## src/rtl/writeback_trap.sv

```systemverilog
// writeback_trap
//   Final pipeline stage. Selects register-file and CSR write data, arbitrates
//   pending interrupts against the exception carried from memory, holds the
//   core in a WFI sleep state until an interrupt wakes it, counts retired
//   instructions and supplies the trap PC / cause.
//
// Ports
//   clk, reset                 clock, synchronous active-high reset
//   valid_in                   instruction present from memory
//   pc_in, next_pc_in          PC of instruction and of its successor
//   alu/csr/load_data_in       result sources
//   write_select_in            00 alu, 01 csr, 10 load, 11 next_pc
//   rd_address_in              destination register
//   csr_address_in             CSR address
//   csr_write_in, mret_in,
//   wfi_in                     instruction flags
//   exception_in, ecause_in    memory-stage exception and its cause
//   irq_pending                masked interrupt lines, higher index wins
//   rd_address, rd_data        regfile write (address 0 = no write)
//   csr_write, csr_address,
//   csr_data                   CSR write port
//   traped, mret               trap taken / mret executed this cycle
//   sleeping                   core held in WFI
//   retired                    instruction retired this cycle
//   ecp, ecause, interupt      trap return PC, cause, interrupt flag
//   instret                    retired-instruction counter
module writeback_trap #(
   parameter int unsigned          XLEN       = 32,
   parameter int unsigned          NUM_IRQ    = 3,
   parameter logic [4*NUM_IRQ-1:0] IRQ_CAUSES = {4'd11, 4'd7, 4'd3},
   parameter int unsigned          CNT_WIDTH  = 64
) (
   input  logic                 clk,
   input  logic                 reset,
   input  logic                 valid_in,
   input  logic [XLEN-1:0]      pc_in,
   input  logic [XLEN-1:0]      next_pc_in,
   input  logic [XLEN-1:0]      alu_data_in,
   input  logic [XLEN-1:0]      csr_data_in,
   input  logic [XLEN-1:0]      load_data_in,
   input  logic [1:0]           write_select_in,
   input  logic [4:0]           rd_address_in,
   input  logic [11:0]          csr_address_in,
   input  logic                 csr_write_in,
   input  logic                 mret_in,
   input  logic                 wfi_in,
   input  logic                 exception_in,
   input  logic [3:0]           ecause_in,
   input  logic [NUM_IRQ-1:0]   irq_pending,
   output logic [4:0]           rd_address,
   output logic [XLEN-1:0]      rd_data,
   output logic                 csr_write,
   output logic [11:0]          csr_address,
   output logic [XLEN-1:0]      csr_data,
   output logic                 traped,
   output logic                 mret,
   output logic                 sleeping,
   output logic                 retired,
   output logic [XLEN-1:0]      ecp,
   output logic [3:0]           ecause,
   output logic                 interupt,
   output logic [CNT_WIDTH-1:0] instret
);

   localparam logic [0:0] RUN   = 1'b0;
   localparam logic [0:0] SLEEP = 1'b1;

   logic [0:0]      state;
   logic [XLEN-1:0] wake_pc;
   logic            exec;
   logic            irq_any;
   logic [3:0]      irq_cause;
   logic            commit;

   assign sleeping = (state == SLEEP);
   assign exec     = valid_in && !exception_in && !sleeping;
   assign irq_any  = |irq_pending;
   assign traped   = irq_any || (valid_in && exception_in && !sleeping);
   // commit: instruction executes and is not squashed by a trap
   assign commit   = exec && !traped;

   // Later (higher-index) lines overwrite earlier ones, giving priority.
   always_comb begin
      irq_cause = '0;
      for (int unsigned i = 0; i < NUM_IRQ; i++) begin
         if (irq_pending[i]) irq_cause = IRQ_CAUSES[4*i +: 4];
      end
   end

   always_comb begin
      ecause   = '0;
      interupt = 1'b0;
      if (irq_any) begin
         ecause   = irq_cause;
         interupt = 1'b1;
      end else if (exception_in && valid_in) begin
         ecause = ecause_in;
      end
   end

   // A wfi that traps resumes after itself, so its return PC is next_pc_in.
   assign ecp = sleeping ? wake_pc : (wfi_in ? next_pc_in : pc_in);

   always_comb begin
      rd_data = alu_data_in;
      case (write_select_in)
         2'b00: rd_data = alu_data_in;
         2'b01: rd_data = csr_data_in;
         2'b10: rd_data = load_data_in;
         2'b11: rd_data = next_pc_in;
      endcase
   end

   assign rd_address  = commit ? rd_address_in : 5'd0;
   assign csr_write   = commit && csr_write_in;
   assign csr_address = csr_address_in;
   assign csr_data    = alu_data_in;
   assign mret        = commit && mret_in;
   assign retired     = commit && !wfi_in;

   always_ff @(posedge clk) begin
      if (reset) begin
         state   <= RUN;
         wake_pc <= '0;
      end else begin
         case (state)
            RUN: begin
               if (exec && wfi_in && !irq_any) begin
                  state   <= SLEEP;
                  wake_pc <= next_pc_in;
               end
            end
            SLEEP: begin
               if (irq_any) state <= RUN;
            end
            default: state <= RUN;
         endcase
      end
   end

   always_ff @(posedge clk) begin
      if (reset) instret <= '0;
      else if (retired) instret <= instret + CNT_WIDTH'(1);
   end

endmodule
```

## config.mk

```make
export PLATFORM = sky130hd
export DESIGN_NAME = writeback_trap
export DESIGN_NICKNAME = d
export VERILOG_FILES = /design/src/rtl/writeback_trap.sv
export SDC_FILE = /design/constraint.sdc
export NUM_CORES = 1
export LEC_CHECK = 0
export CORE_AREA = 4 4 147 149
export CTS_BUF_LIST = sky130_fd_sc_hd__clkbuf_16
export DETAILED_ROUTE_END_ITERATION = 7
export DIE_AREA = 0 0 151 153
export GPL_TIMING_DRIVEN = 0
export PLACE_DENSITY = 0.7
export SLEW_MARGIN = 20
export SYNTH_ARGS = -nofsm -noshare
export SYNTH_HDL_FRONTEND = slang
export SYNTH_SLANG_ARGS = --single-unit
```

## constraint.sdc

```tcl
create_clock -name clk -period 2.2 [get_ports clk]
set_input_delay 0.44 -clock clk [delete_from_list [all_inputs] [get_ports clk]]
set_output_delay 0.44 -clock clk [all_outputs]
set_load 0.02 [all_outputs]
```

==> run_results.csv <==
group,metric,value,unit
run_status,outcome,"finished, violations left",
run_status,violations,"negative setup slack",
cts,clock_latency,0.35,ns
synthesis,ys_ff_latch,97,
worst_hold_path,min_to,"wake_pc[15]$_SDFFE_PP0P_",
final_layout,nNetsFinal,1349,
global_routing,grt_max_degree,20,
place,dp_hpwl,24500,um
synthesis,mappedNetlistArea,6060,um^2
worst_setup_path,crit_slowest_cell,"or3b_4",
die,start_util,0.300,
worst_setup_path,required,1.76,ns
place,portBuffers,365,
place,routabilityCongestion,0.939,
detailed_routing,drt-vias-per-instance,5.18,
global_routing,grtUsageTotal,0.258,
worst_setup_path,timing.rr.start,"sleeping$_SDFF_PP0_",
worst_hold_path,worstHoldPathCells,2,
final_layout,final_area,11100,um^2
synthesis,syn-num-nets,927,
detailed_routing,firstDrtPassIters,5,
worst_setup_path,cp_cell_sequence,"or3b_4 > buf_4 > buf_4 > nor2_4 > and2_4 > buf_6",
cts,cts.path.max_buffers,2,
worst_setup_path,path_max_fanout,4,
global_routing,grt_pass1_vias,7078,
cts,cts.sinks,97,
worst_hold_path,hold_path_class,"flip-flop to flip-flop",
synthesis,synth_edf_count,0,
die,core-area,20200,um^2
timing,tightest_slew,0.691,ns
worst_setup_path,max_stage_delay,0.41,ns
worst_setup_path,cp_common_cell,"buf_4",
cts,root_buffer,"clkbuf_16",
timing,setup_slack,-0.0454,ns
detailed_routing,antenna_left,0,
timing,hold_ws,0.456,ns
synthesis,netlist_instances,733,
flow_run,maxCapViolations,0,
synthesis,synth_cell_type_count,43,
detailed_routing,drcViolationCount,0,
cts,clk_pin_slew,0.08,ns
die,die_y,153,um
die,die_x,151,um
place,dpl-instance-area,10100,um^2
power,leakagePower,4.14,nW
timing,hold_violations,0,
timing,fmax,0.445,GHz
worst_setup_path,path_buf_inv,3,
synthesis,avgSynthCellArea,8.27,um^2
worst_setup_path,crit_path_start_kind,"flip-flop",
global_routing,grt_pass1_wl,45300,um
place,preCtsSetupSlack,-1.27,ns
synthesis,ys_async_sr_fraction,0,
detailed_routing,wirelength,31400,um
final_layout,drive_gt1_frac,0.236,
cts,cts_max_level,3,
detailed_routing,via_count,7421,
cts,tritoncts,"yes",
timing,slew-limit-headroom,0.539,
die,ioPinCount,380,
worst_setup_path,path_class,"flip-flop to output port",
power,ir_drop,0.315,mV
die,dieArea,23100,um^2
final_layout,syn_to_final_growth,82.4,%
timing,rsz0062_at_grt,"yes",
detailed_routing,wl_per_cell,21.9,um
worst_setup_path,arrival,1.81,ns
global_routing,grt_overflow,0,
timing,post-route-min-period,2.25,ns
worst_setup_path,endpoint_kind,"output port",
worst_setup_path,r2r_cells,8,
power,power_density,431,nW/um^2
die,core.rowCount,52,
worst_setup_path,rrSetupSlack,-0.04,ns
timing,slew_violations,0,
cts,hold_buffers,0,
worst_setup_path,r2r_end,"instret[35]$_SDFFE_PP0P_",
worst_setup_path,critical-path-top-delay-family,"simple AND/OR/NAND/NOR gates",
synthesis,synth_top_flop_cell,"dfxtp_1",
cts,cts_inserted_buffers,9,
worst_hold_path,hold_start,"wake_pc[15]$_SDFFE_PP0P_",
timing,skew,0.0102,ns
synthesis,ys_seq_area_frac,0.320,
detailed_routing,detail_route.iter0.violations,420,
timing,setup_viol,17,
global_routing,antenna_found_initial,4,
synthesis,yosys_warnings,0,
timing,post-route-period-util,1.02,
## logic make-up (layout without fill, tap and decap cells)
| family | count (synthesis) | in the layout | share of synthesized area |
|---|---|---|---|
| and+or+nand+nor | 314 | 315 | 0.259 |
| adders and majority gates | 1 | 1 | 0.00206 |
| other | 0 | 2 | 0 |
| buffers and inverters | 93 | 519 | 0.0859 |
| muxes | 66 | 66 | 0.175 |
| xor gates and xnor gates | 30 | 30 | 0.0434 |
| AOI/OAI and AO/OA | 132 | 132 | 0.114 |
| DFF | 97 | 97 | 0.320 |
## placed cells by master (no fill, tap or decap), drive strengths merged, types with 2 or more instances in the layout
cell / netlist / layout
a21oi: 65 / 65
and2: 11 / 11
and3: 7 / 7
and4: 2 / 2
buf: 56 / 137
clkbuf: 31 / 50
clkdlybuf4s15: 0 / 13
clkdlybuf4s50: 0 / 271
dfxtp: 97 / 97
diode: 0 / 2
dlygate4sd2: 0 / 33
dlymetal6s2s: 0 / 2
inv: 6 / 11
mux2i: 33 / 33
mux4: 32 / 32
nand2: 126 / 126
nand3: 27 / 27
nand4: 31 / 31
nor2: 47 / 48
nor3: 11 / 11
nor4: 10 / 10
nor4b: 2 / 2
o21ai: 58 / 58
o31ai: 6 / 6
or3: 26 / 26
or4: 7 / 7
xnor2: 8 / 8
xor2: 22 / 22
## how the worst max path moves through the flow
stage                             start                       end  slack [ns]  cells after the start
floorplan                irq_pending[0]   instret[3]$_SDFFE_PP0P_        0.02                      6
global placement                 wfi_in                   ecp[21]       -1.28                      6
finish              sleeping$_SDFF_PP0_             rd_address[4]       -0.05                      6
CTS                 sleeping$_SDFF_PP0_  instret[51]$_SDFFE_PP0P_       -0.06                      8
detailed placement               wfi_in                   ecp[21]       -1.27                      6
global route             irq_pending[0]  instret[60]$_SDFFE_PP0P_       -0.13                     10
## worst reg2reg max path: stages, from the launching register on
cell and delay (ns):
dfxtp_4 0.36, or3b_4 0.41, nor4b_4 0.26, buf_4 0.18, buf_12 0.11, buf_8 0.11, nand4_1 0.22, or3_1 0.39
a21oi_1 0.14
## synthesized netlist by cell type (5+ instances only)
master	instances	area [um^2]
o21ai_0	58	290
nor4_1	9	56.3
o31ai_1	6	45.0
dfxtp_1	97	1940
or3_1	26	163
inv_1	5	18.8
nor3_1	10	50.1
mux4_2	32	721
clkbuf_1	31	116
buf_1	9	33.8
a21oi_1	65	325
xor2_1	22	193
nand4_1	29	181
and2_1	11	68.8
and3_1	7	43.8
mux2i_1	33	330
xnor2_1	8	70.1
or4_1	7	52.6
buf_4	45	338
nand2_1	126	473
nor2_1	47	176
nand3_1	26	130
## final cells by class
class	count	area [um^2]
antenna	2	5.00
tap	270	338
clock inverter	7	95.1
timing repair buffer	411	3860
inverter	6	25.0
clock buffer	9	225
buffer	86	674
sequential	97	1950
multi-input combinational	544	3890
fill	1903	9110
## timing repair
item,4_1_cts,5_1_grt
endpoints found under the setup margin,168,130
resized for setup,320,133
gates cloned,4,0
setup buffers,30,13
pin swaps,31,19
## registers in the layout, summed over array words and instances (netlist names)
register and flops:
instret 64, wake_pc 32, sleeping 1
## metrics by stage
stage / std cells / setup TNS (ns) / total power, mW / utilization
floorplan: 733 / 0 / 2.32 / -
global placement: 1368 / -137.28 / 3.10 / 0.499
detailed placement: 1368 / -141.31 / 3.11 / 0.499
CTS: 1417 / -0.453 / 4.81 / 0.541
global route: 1432 / -2.13 / 4.93 / 0.548
finish: 1432 / -0.426 / 4.77 / 0.548
## metal layers
metal | global-route usage | vias to the layer above | routed length [um]
met5 | 0 | - | 12
met4 | 0.0604 | 2 | 666
met3 | 0.0492 | 40 | 2460
met2 | 0.440 | 310 | 15400
met1 | 0.336 | 3615 | 12800
li1 | - | 3454 | -
## power by group
part           switching [mW]  leakage, nW  total, mW  internal, mW
clock network           0.804        0.158       1.73         0.922
registers             0.00266        0.784       1.76          1.76
logic                   0.602         3.19       1.28         0.679
(Power assumes the default switching activity.)
